<file path="src/rtl/regfile_pkg.sv">
// Argon register file shared types: index/word widths, bus command codes, request opcodes.
// Latency: n/a (types and constants only).
// Backpressure: n/a.
package regfile_pkg;

    localparam int INDEX_WIDTH = 3;
    localparam int WORD_WIDTH  = 16;

    typedef logic [INDEX_WIDTH-1:0] index_t;
    typedef logic [WORD_WIDTH-1:0]  word_t;

    // Argon bus command codes understood by the register file.
    typedef logic [2:0] com_t;
    localparam com_t COM_NOP      = 3'd0;
    localparam com_t COM_LATCHSEL = 3'd1;
    localparam com_t COM_ALU_WE   = 3'd2;
    localparam com_t COM_LATCHC   = 3'd3;
    localparam com_t COM_READA    = 3'd4;
    localparam com_t COM_READB    = 3'd5;
    localparam com_t COM_READF    = 3'd6;

    // Register-level operations requested by the control path.
    typedef enum logic [2:0] {
        OP_ALU   = 3'd0,
        OP_LOADI = 3'd1,
        OP_READA = 3'd2,
        OP_READB = 3'd3,
        OP_READF = 3'd4
    } op_t;

    function automatic logic is_read(op_t op);
        return (op == OP_READA) || (op == OP_READB) || (op == OP_READF);
    endfunction

endpackage

</file>
<file path="src/rtl/regfile_bus_sequencer_if.sv">
// Argon register file bus: initiator drives command/i_data/i_valid, register file returns o_data/o_valid.
// Latency: o_data/o_valid answer combinationally in the cycle a READ command is on the bus.
// Backpressure: none; o_valid=0 during a read marks the returned data as bad.
interface regfile_bus_sequencer_if;
    import regfile_pkg::*;

    com_t  command;
    word_t i_data;
    logic  i_valid;
    word_t o_data;
    logic  o_valid;

    modport master (output command, output i_data, output i_valid,
                    input  o_data,  input  o_valid);
    modport slave  (input  command, input  i_data, input  i_valid,
                    output o_data,  output o_valid);
endinterface

</file>
<file path="src/rtl/regfile_bus_sequencer.sv">
// Expands one register-level request (ALU writeback, load-immediate, read A/B/F) into Argon bus commands.
// Latency: accept cycle to o_rsp_valid is 3 cycles (+ALU_LATENCY for OP_ALU), one less when LATCHSEL is skipped.
// Backpressure: o_req_ready only in IDLE; one request in flight, response is a one-cycle pulse with no ready.
//
// Ports: i_Clk, i_Reset (sync, active high); bus_if (initiator modport, registered outputs);
//        i_req_valid/o_req_ready with i_op, i_sel_a/b/c, i_imm; o_rsp_valid/o_rsp_data/o_rsp_error.
module regfile_bus_sequencer
    import regfile_pkg::*;
#(
    parameter int unsigned ALU_LATENCY = 1,
    parameter bit          SKIP_SEL    = 1'b1
) (
    input  logic                           i_Clk,
    input  logic                           i_Reset,
    regfile_bus_sequencer_if.master        bus_if,
    input  logic                           i_req_valid,
    output logic                           o_req_ready,
    input  op_t                            i_op,
    input  index_t                         i_sel_a,
    input  index_t                         i_sel_b,
    input  index_t                         i_sel_c,
    input  word_t                          i_imm,
    output logic                           o_rsp_valid,
    output word_t                          o_rsp_data,
    output logic                           o_rsp_error
);

    localparam logic [2:0] S_IDLE = 3'd0;
    localparam logic [2:0] S_SEL  = 3'd1;
    localparam logic [2:0] S_WAIT = 3'd2;
    localparam logic [2:0] S_EXEC = 3'd3;
    localparam logic [2:0] S_RESP = 3'd4;

    localparam int SEL_BITS = 3 * INDEX_WIDTH;

    // WAIT is entered with the count already covering its first cycle.
    localparam logic [3:0] WAIT_INIT = (ALU_LATENCY == 0) ? 4'd0 : 4'(ALU_LATENCY - 1);

    logic [2:0]          state, nxt_state;
    op_t                 op_q;
    logic [SEL_BITS-1:0] sel_q;
    word_t               imm_q;
    logic [SEL_BITS-1:0] cache_sel;
    logic                cache_vld;
    logic [3:0]          wait_cnt;

    logic                accept;
    op_t                 op_in;
    logic [SEL_BITS-1:0] sel_in;
    logic                sel_hit;
    op_t                 op_n;
    logic [SEL_BITS-1:0] sel_n;
    word_t               imm_n;
    com_t                cmd_n;
    logic                ivld_n;
    word_t               idat_n;

    function automatic logic [2:0] after_sel(op_t op);
        return (op == OP_ALU && ALU_LATENCY != 0) ? S_WAIT : S_EXEC;
    endfunction

    assign o_req_ready = (state == S_IDLE);
    assign accept      = i_req_valid && o_req_ready;
    // Opcodes outside the defined set behave as a flags read.
    assign op_in       = (i_op > OP_READF) ? OP_READF : i_op;
    assign sel_in      = {i_sel_c, i_sel_b, i_sel_a};
    assign sel_hit     = SKIP_SEL && cache_vld && (sel_in == cache_sel);

    // The first bus cycle is launched from IDLE, before the request is in the capture registers.
    assign op_n  = (state == S_IDLE) ? op_in  : op_q;
    assign sel_n = (state == S_IDLE) ? sel_in : sel_q;
    assign imm_n = (state == S_IDLE) ? i_imm  : imm_q;

    always_comb begin
        nxt_state = state;
        case (state)
            S_IDLE:  if (accept) nxt_state = sel_hit ? after_sel(op_in) : S_SEL;
            S_SEL:   nxt_state = after_sel(op_q);
            S_WAIT:  if (wait_cnt == 4'd0) nxt_state = S_EXEC;
            S_EXEC:  nxt_state = S_RESP;
            S_RESP:  nxt_state = S_IDLE;
            default: nxt_state = S_IDLE;
        endcase
    end

    // Bus outputs are registered, so they are decoded from the state being entered.
    always_comb begin
        cmd_n  = COM_NOP;
        ivld_n = 1'b0;
        idat_n = '0;
        case (nxt_state)
            S_SEL: begin
                cmd_n                  = COM_LATCHSEL;
                ivld_n                 = 1'b1;
                idat_n[SEL_BITS-1:0]   = sel_n;
            end
            S_EXEC: begin
                case (op_n)
                    OP_ALU:   cmd_n = COM_ALU_WE;
                    OP_LOADI: begin
                        cmd_n  = COM_LATCHC;
                        ivld_n = 1'b1;
                        idat_n = imm_n;
                    end
                    OP_READA: cmd_n = COM_READA;
                    OP_READB: cmd_n = COM_READB;
                    default:  cmd_n = COM_READF;
                endcase
            end
            default: ;
        endcase
    end

    always_ff @(posedge i_Clk) begin
        if (i_Reset) begin
            state          <= S_IDLE;
            op_q           <= OP_ALU;
            sel_q          <= '0;
            imm_q          <= '0;
            cache_sel      <= '0;
            cache_vld      <= 1'b0;
            wait_cnt       <= 4'd0;
            bus_if.command <= COM_NOP;
            bus_if.i_valid <= 1'b0;
            bus_if.i_data  <= '0;
            o_rsp_valid    <= 1'b0;
            o_rsp_data     <= '0;
            o_rsp_error    <= 1'b0;
        end else begin
            state          <= nxt_state;
            bus_if.command <= cmd_n;
            bus_if.i_valid <= ivld_n;
            bus_if.i_data  <= idat_n;
            o_rsp_valid    <= (nxt_state == S_RESP);

            if (accept) begin
                op_q  <= op_in;
                sel_q <= sel_in;
                imm_q <= i_imm;
                if (!is_read(op_in)) begin
                    o_rsp_data  <= '0;
                    o_rsp_error <= 1'b0;
                end
            end

            if (state == S_SEL) begin
                cache_sel <= sel_q;
                cache_vld <= 1'b1;
            end

            if (nxt_state == S_WAIT && state != S_WAIT)
                wait_cnt <= WAIT_INIT;
            else if (state == S_WAIT && wait_cnt != 4'd0)
                wait_cnt <= wait_cnt - 4'd1;

            // The read command occupies the EXEC bus cycle; sample the answer as it ends.
            if (state == S_EXEC && is_read(op_q)) begin
                o_rsp_data  <= bus_if.o_data;
                o_rsp_error <= !bus_if.o_valid;
            end
        end
    end

endmodule

</file>
<file path="src/flat_wrapper.sv">
// flat-port wrapper written by rule: the top's interface ports become plain ports
module regfile_bus_sequencer_flat import regfile_pkg::*;
#(
    parameter int unsigned ALU_LATENCY = 1,
    parameter bit          SKIP_SEL    = 1'b1
)
  (i_Clk, i_Reset, i_req_valid, o_req_ready, i_op, i_sel_a, i_sel_b, i_sel_c, i_imm, o_rsp_valid, o_rsp_data, o_rsp_error, bus_if_command, bus_if_i_data, bus_if_i_valid, bus_if_o_data, bus_if_o_valid);
  regfile_bus_sequencer_if bus_if_i ();
  input  logic i_Clk;
  input  logic i_Reset;
  input  logic i_req_valid;
  output logic o_req_ready;
  input  op_t i_op;
  input  index_t i_sel_a;
  input  index_t i_sel_b;
  input  index_t i_sel_c;
  input  word_t i_imm;
  output logic o_rsp_valid;
  output word_t o_rsp_data;
  output logic o_rsp_error;
  output wire logic [$bits(bus_if_i.command)-1:0] bus_if_command;
  output wire logic [$bits(bus_if_i.i_data)-1:0] bus_if_i_data;
  output wire logic [$bits(bus_if_i.i_valid)-1:0] bus_if_i_valid;
  input wire logic [$bits(bus_if_i.o_data)-1:0] bus_if_o_data;
  input wire logic [$bits(bus_if_i.o_valid)-1:0] bus_if_o_valid;
  assign bus_if_command = bus_if_i.command;
  assign bus_if_i_data = bus_if_i.i_data;
  assign bus_if_i_valid = bus_if_i.i_valid;
  assign bus_if_i.o_data = bus_if_o_data;
  assign bus_if_i.o_valid = bus_if_o_valid;
  regfile_bus_sequencer #(.ALU_LATENCY(ALU_LATENCY), .SKIP_SEL(SKIP_SEL)) u_core (.i_Clk(i_Clk), .i_Reset(i_Reset), .bus_if(bus_if_i), .i_req_valid(i_req_valid), .o_req_ready(o_req_ready), .i_op(i_op), .i_sel_a(i_sel_a), .i_sel_b(i_sel_b), .i_sel_c(i_sel_c), .i_imm(i_imm), .o_rsp_valid(o_rsp_valid), .o_rsp_data(o_rsp_data), .o_rsp_error(o_rsp_error));
endmodule
</file>
<file path="config.mk">
export PLATFORM = sky130hd
export DESIGN_NAME = regfile_bus_sequencer_flat
export DESIGN_NICKNAME = d
export VERILOG_FILES = /design/src/rtl/regfile_pkg.sv /design/src/rtl/regfile_bus_sequencer_if.sv /design/src/rtl/regfile_bus_sequencer.sv /design/src/flat_wrapper.sv
export SDC_FILE = /design/constraint.sdc
export NUM_CORES = 1
export LEC_CHECK = 0
export ABC_CLOCK_PERIOD_IN_PS = 3500
export BUFFER_PORTS_ARGS = -buffer_cell sky130_fd_sc_hd__buf_2
export CORE_MARGIN = 1.5
export CORE_UTILIZATION = 56
export CTS_CLUSTER_DIAMETER = 200
export CTS_CLUSTER_SIZE = 28
export DETAILED_ROUTE_END_ITERATION = 12
export GPL_TIMING_DRIVEN = 0
export PLACE_DENSITY_LB_ADDON = 0.3
export SLEW_MARGIN = 20
export SYNTH_ARGS = -nofsm -noshare
export SYNTH_HDL_FRONTEND = slang
export SYNTH_SLANG_ARGS = --single-unit
</file>
<file path="constraint.sdc">
create_clock -name i_Clk -period 3.5 [get_ports i_Clk]
set_input_delay 0.35 -clock i_Clk [delete_from_list [all_inputs] [get_ports i_Clk]]
set_output_delay 0.35 -clock i_Clk [all_outputs]
set_load 0.01 [all_outputs]
</file>
==> results of run 1 <==
-- sequential cells by signal (all words and copies together) (netlist names) --
name,count
u_core.bus_if.i_valid,1
u_core.sel_q,9
u_core.bus_if.command,3
u_core.o_rsp_valid,1
u_core.cache_vld,1
u_core.bus_if.i_data,16
u_core.wait_cnt,4
u_core.imm_q,16
u_core.state,3
u_core.o_rsp_data,16
u_core.o_rsp_error,1
u_core.cache_sel,9
u_core.op_q,3
-- critical path: cells and delay by family (launching register included) --
kind,cells,cell delay (ns)
simple gates,1,0.38
buf+inv,6,1.08
flops,1,0.30
-- final timing paths --
| path | startpoint | end | slack, ns | depth (start not counted) |
|---|---|---|---|---|
| worst min-delay path | i_imm[7] | u_core.imm_q[7]$_SDFFE_PP0P_ | 0.24 | 3 |
| worst max register to register | u_core.op_q[2]$_SDFFE_PP0P_ | u_core.o_rsp_data[12]$_SDFFE_PP0P_ | 1.22 | 6 |
| worst max-delay path | u_core.state[0]$_SDFF_PP0_ | o_req_ready | 1.05 | 7 |
| worst min register to register | u_core.imm_q[15]$_SDFFE_PP0P_ | u_core.imm_q[15]$_SDFFE_PP0P_ | 0.46 | 2 |
-- logic make-up after synthesis --
group,count (synthesis)
adder cells (fa/ha/maj),1
XOR/XNOR,13
buffers and inverters,29
AO/OA/AOI/OAI,82
AND/OR/NAND/NOR,152
flip-flops,83
multiplexers,19
-- layout make-up --
class | instances | area, sq um
sequential | 83 | 1660
fill | 451 | 1570
multi-input combinational | 267 | 1500
timing repair buffer | 85 | 425
clock buffer | 11 | 141
buffer | 24 | 113
tap | 72 | 90.1
clock inverter | 5 | 61.3
inverter | 5 | 18.8
-- power by group through the flow --
stage / sequential [mW] / clock (mW) / combinational (mW)
final: 1.06 / 0.697 / 0.583
after global routing: 1.07 / 0.737 / 0.641
after CTS: 1.06 / 0.704 / 0.582
after detailed placement: 1.08 / 0 / 0.578
after global placement: 1.08 / 0 / 0.565
after floorplan: 1.09 / 0 / 0.398
-- per-layer routing --
layer | wire [um] | share of wire
met1 | 3480 | 0.45
met2 | 3870 | 0.50
met3 | 340 | 0.044
met4 | 112 | 0.014
met5 | 0 | 0
-- synth_stat cells, drive strengths merged (3+ instances only) --
| master | instances |
|---|---|
| nand2 | 94 |
| dfxtp | 83 |
| a21oi | 48 |
| nor2 | 27 |
| mux2i | 19 |
| a22oi | 17 |
| buf | 13 |
| clkbuf | 11 |
| xnor2 | 11 |
| o22ai | 9 |
| nor3 | 7 |
| inv | 5 |
| nor3b | 5 |
| or3 | 4 |
| nor2b | 3 |
| nor4 | 3 |
==> impl_metrics.env, run 1 <==
export IMPL_layout_drive_gt1_share=0.246
export IMPL_drtIter0Drc=257
export IMPL_place_inst=536
export IMPL_dr_pass1_iters=5
export IMPL_crit_arrival_ns=2.10
export IMPL_ant_nets=0
export IMPL_ir_worst_vdd_mv=0.304
export IMPL_yosysWarnings=0
export IMPL_crit_path_end_kind="output pin"
export IMPL_place_gp_congestion=0.801
export IMPL_synthSimpleGateAreaFrac=0.202
export IMPL_final_cell_mix="nand2_1, buf_2, dfxtp_1"
export IMPL_cpMaxStageDelayCell="or3_1"
export IMPL_start_kind="flip-flop"
export IMPL_postPlaceCellArea_sq_um=3800
export IMPL_switchingPower_uw=748
export IMPL_finalMaxSlewViolations=0
export IMPL_grt_antenna_before_repair=0
export IMPL_seqPwrFrac=0.453
export IMPL_crit_top_cell="buf_2"
export IMPL_ctsRootBufferMaster="clkbuf_8"
export IMPL_areaGrowthSynthToFinish_pct=21.8
export IMPL_cts_setup_buffers=0
export IMPL_met2_usage=0.418
export IMPL_netlist_area_leader_share=0.505
export IMPL_instances_no_fill=552
export IMPL_slew_headroom=0.549
export IMPL_sw_frac_of_total=0.319
export IMPL_yosys_area_share_xor_xnor=0.0346
export IMPL_period_needed_ns=2.45
export IMPL_ys_seq_elements=83
export IMPL_status="finished, final reports clean"
export IMPL_die_y_um=79.6
export IMPL_timing_hold_ws_ns=0.239
export IMPL_min_delay_path_class="primary input to flip-flop"
export IMPL_drv_cap=0
export IMPL_synth_cells=379
export IMPL_layout_worst_path_cycle_share=0.700
export IMPL_ys_seq_area_frac=0.505
export IMPL_wl_per_cell_um=14.1
export IMPL_avgSynthCellArea_sq_um=8.68
export IMPL_worst_slew_pin_slew_ns=0.676
export IMPL_total_power_mw=2.34
export IMPL_synth_ff_type="dfxtp_1"
export IMPL_synth_area_sq_um=3290
export IMPL_met1_usage=0.335
export IMPL_setup_viol=0
export IMPL_hold_buffers=0
export IMPL_io_pins=87
export IMPL_cts_resized=0
export IMPL_grt_pass1_wl_mm=12.8
export IMPL_core_sq_um=5570
export IMPL_stdcell_area_sq_um=4010
export IMPL_fin_worst_skew_ns=0.0106
export IMPL_grt_use_met3=0.0480
export IMPL_vias_per_cell=5.47
export IMPL_netlist_cell_type_count=39
export IMPL_numCtsBuffers=9
export IMPL_synthArstFlopShare=0
export IMPL_drc=0
export IMPL_place_ws_ns=1.24
export IMPL_clkPwrFrac=0.298
export IMPL_synth_area_top_cells="dfxtp_1, nand2_1, a21oi_1, mux2i_1, a22oi_1"
export IMPL_power_internal_mw=1.59
export IMPL_numPortBuffers=85
export IMPL_grt_pass1_vias=2833
export IMPL_fin_util=0.719
export IMPL_clkSinkCount=83
export IMPL_dp_hpwl_mm=5.46
export IMPL_leakagePower_nw=1.71
export IMPL_num_rows=27
export IMPL_start_util=0.590
export IMPL_track_usage=0.262
export IMPL_clk_latency_ns=0.35
export IMPL_comb_power_share=0.249
export IMPL_muxShareOfSynthArea=0.0578
export IMPL_cp_data_required_time_ns=3.15
export IMPL_h_tree_depth=3
export IMPL_grt_max_degree=15
export IMPL_clockBufferDepth=2
export IMPL_cts_tree="yes"
export IMPL_cp_cell_sequence="buf_2, or3_1, buf_4, inv_2, buf_4, buf_2, buf_2"
export IMPL_synth_compound_area_share=0.156
export IMPL_max_freq_mhz=408
export IMPL_globalRoute_totalOverflow=0
export IMPL_synth_nets=428
export IMPL_vias=3019
export IMPL_layout_commonest_cell="nand2_1"
export IMPL_synthAdderAreaFrac=0.00381
export IMPL_crit_fanout=10
export IMPL_path_class="flip-flop to output pin"
export IMPL_die_w_um=79.6
export IMPL_critPathMaxStageDelay_ns=0.38
export IMPL_fin_tns_setup_ns=0
export IMPL_rsz0062_at_grt="no"
export IMPL_clk_pin_slew_ns=0.08
export IMPL_final_hold_violation_count=0
export IMPL_nets=524
export IMPL_synth_top_family_by_area="simple AND/OR/NAND/NOR gates"
export IMPL_routed_wl_mm=7.81
export IMPL_power_density_nw_per_um2=585
export IMPL_grt_busiest_layer="met2"
export IMPL_diodes=0
export IMPL_synth_top_cell_by_area="dfxtp_1"
export IMPL_setup_ws_ns=1.05
export IMPL_die_area_sq_um=6340
export IMPL_synth_edf_count=0
(Power assumes the default switching activity.)
==> inputs of run 2 (changes only) <==
ABC_CLOCK_PERIOD_IN_PS = 2300   (was 3500)
CORE_UTILIZATION = 52   (was 56)
clock period = 2.3 ns   (was 3.5 ns; I/O delays follow)
==> run 2 against run 1 <==
  * Die area is 7.4% higher
  * Power rose by 52%
  * Critical path depth grew 1
  * Wire length rose by 4.3%
  * Cell count grew 0.54%
  * Final area rose by 0.84%
  * Critical endpoint is now u_core.bus_if.i_data[0]$_SDFF_PP0_
  * Largest cell class unchanged
  * Highest routed layer unchanged
==> impl_metrics.env, run 2 (synthesized netlist as in run 1, its figures left out) <==
export IMPL_vias_per_cell=5.43
export IMPL_io_pins=87
export IMPL_status="finished, final reports clean"
export IMPL_clk_pin_slew_ns=0.09
export IMPL_grt_antenna_before_repair=0
export IMPL_clk_latency_ns=0.36
export IMPL_die_area_sq_um=6810
export IMPL_path_class="flip-flop to flip-flop"
export IMPL_start_util=0.546
export IMPL_numPortBuffers=85
export IMPL_power_density_nw_per_um2=881
export IMPL_ctsRootBufferMaster="clkbuf_8"
export IMPL_power_internal_mw=2.42
export IMPL_num_rows=28
export IMPL_vias=3016
export IMPL_seqPwrFrac=0.455
export IMPL_grt_pass1_vias=2610
export IMPL_grt_pass1_wl_mm=12.2
export IMPL_fin_worst_skew_ns=0.0113
export IMPL_nets=524
export IMPL_grt_max_degree=14
export IMPL_setup_ws_ns=0.0194
export IMPL_cp_data_required_time_ns=2.51
export IMPL_sw_frac_of_total=0.321
export IMPL_clkSinkCount=83
export IMPL_core_sq_um=6030
export IMPL_die_w_um=82.5
export IMPL_fin_util=0.670
export IMPL_place_gp_congestion=0.793
export IMPL_layout_drive_gt1_share=0.260
export IMPL_switchingPower_mw=1.14
export IMPL_cts_tree="yes"
export IMPL_hold_buffers=0
export IMPL_clockBufferDepth=2
export IMPL_place_inst=539
export IMPL_h_tree_depth=3
export IMPL_min_delay_path_class="primary input to flip-flop"
export IMPL_routed_wl_mm=8.15
export IMPL_layout_commonest_cell="nand2_1"
export IMPL_reg_largest_list="u_core.bus_if.i_data: 16 flops, u_core.imm_q: 16 flops, u_core.o_rsp_data: 16 flops"
export IMPL_instances_no_fill=555
export IMPL_timing_hold_ws_ns=0.113
export IMPL_layout_worst_path_cycle_share=0.992
export IMPL_fillers=507
export IMPL_comb_power_share=0.264
export IMPL_die_y_um=82.5
export IMPL_finalMaxSlewViolations=0
export IMPL_setup_viol=0
export IMPL_drv_cap=0
export IMPL_clkPwrFrac=0.281
export IMPL_crit_fanout=10
export IMPL_track_usage=0.245
export IMPL_dp_hpwl_mm=5.60
export IMPL_worst_slew_pin_slew_ns=0.582
export IMPL_drc=0
export IMPL_max_freq_mhz=438
export IMPL_ant_nets=0
export IMPL_areaGrowthSynthToFinish_pct=22.9
export IMPL_cts_setup_buffers=0
export IMPL_place_ws_ns=0.0538
export IMPL_final_hold_violation_count=0
export IMPL_drtIter0Drc=290
export IMPL_crit_path_end_kind="flip-flop"
export IMPL_slew_headroom=0.611
export IMPL_final_cell_mix="nand2_1, buf_2, dfxtp_1"
export IMPL_crit_arrival_ns=2.49
export IMPL_start_kind="flip-flop"
export IMPL_wl_per_cell_um=14.7
export IMPL_ir_worst_vdd_mv=0.498
export IMPL_diodes=0
export IMPL_numCtsBuffers=9
export IMPL_period_needed_ns=2.28
export IMPL_fin_tns_setup_ns=0
export IMPL_dr_pass1_iters=4
export IMPL_globalRoute_totalOverflow=0
export IMPL_leakagePower_nw=1.74
run 2: stage by stage:
stage | total power, mW | instance area, sq um
floorplan | 2.26 | 3290
global placement | 2.50 | 3810
detailed placement | 2.53 | 3810
CTS | 3.52 | 4000
global route | 3.73 | 4040
finish | 3.56 | 4040
run 2: layer usage:
metal  global-route usage  part of all wire  vias to the layer above
li1                     -                 -                     1486
met3               0.0429             0.062                       13
met5                    0                 0                        -
met1                0.315              0.42                     1422
met2                0.400              0.50                       95
met4                0.113             0.019                        0
run 2: power groups by stage:
stage / Clock [mW] / Combinational (mW) / Sequential [mW]
finish: 1.00 / 0.940 / 1.62
global placement: 0 / 0.858 / 1.64
CTS: 1.02 / 0.893 / 1.62
floorplan: 0 / 0.606 / 1.65
detailed placement: 0 / 0.878 / 1.65
global route: 1.08 / 1.02 / 1.63
run 2: final cells by class:
| cell class | instances | area, sq um | area share |
|---|---|---|---|
| Clock inverter | 5 | 53.8 | 0.0133 |
| Sequential cell | 83 | 1660 | 0.412 |
| Multi-Input combinational cell | 267 | 1520 | 0.376 |
| Tap cell | 75 | 93.8 | 0.0232 |
| Timing Repair Buffer | 85 | 425 | 0.105 |
| Buffer | 24 | 134 | 0.0331 |
| Clock buffer | 11 | 131 | 0.0325 |
| Inverter | 5 | 18.8 | 0.00465 |
run 2: what timing repair did:
item / in CTS / in global routing
gates resized for setup: 2 / 15
gates cloned: 0 / 0
setup endpoints to repair: 2 / 34
run 2: critical path, stage by stage, from the launching register on:
cell	delay, ns
dfxtp_1	0.30
buf_2	0.16
or3_1	0.39
buf_4	0.19
inv_2	0.11
buf_6	0.18
clkbuf_4	0.29
mux2i_1	0.36
o22ai_2	0.16
run 2: worst paths after layout:
kind	to	cells past startpoint	slack (ns)	from
worst max register to register	u_core.bus_if.i_data[0]$_SDFF_PP0_	8	0.02	u_core.state[0]$_SDFF_PP0_
worst max-delay path	u_core.bus_if.i_data[0]$_SDFF_PP0_	8	0.02	u_core.state[0]$_SDFF_PP0_
worst min register to register	u_core.imm_q[5]$_SDFFE_PP0P_	2	0.46	u_core.imm_q[5]$_SDFFE_PP0P_
worst min-delay path	u_core.imm_q[7]$_SDFFE_PP0P_	3	0.11	i_imm[7]
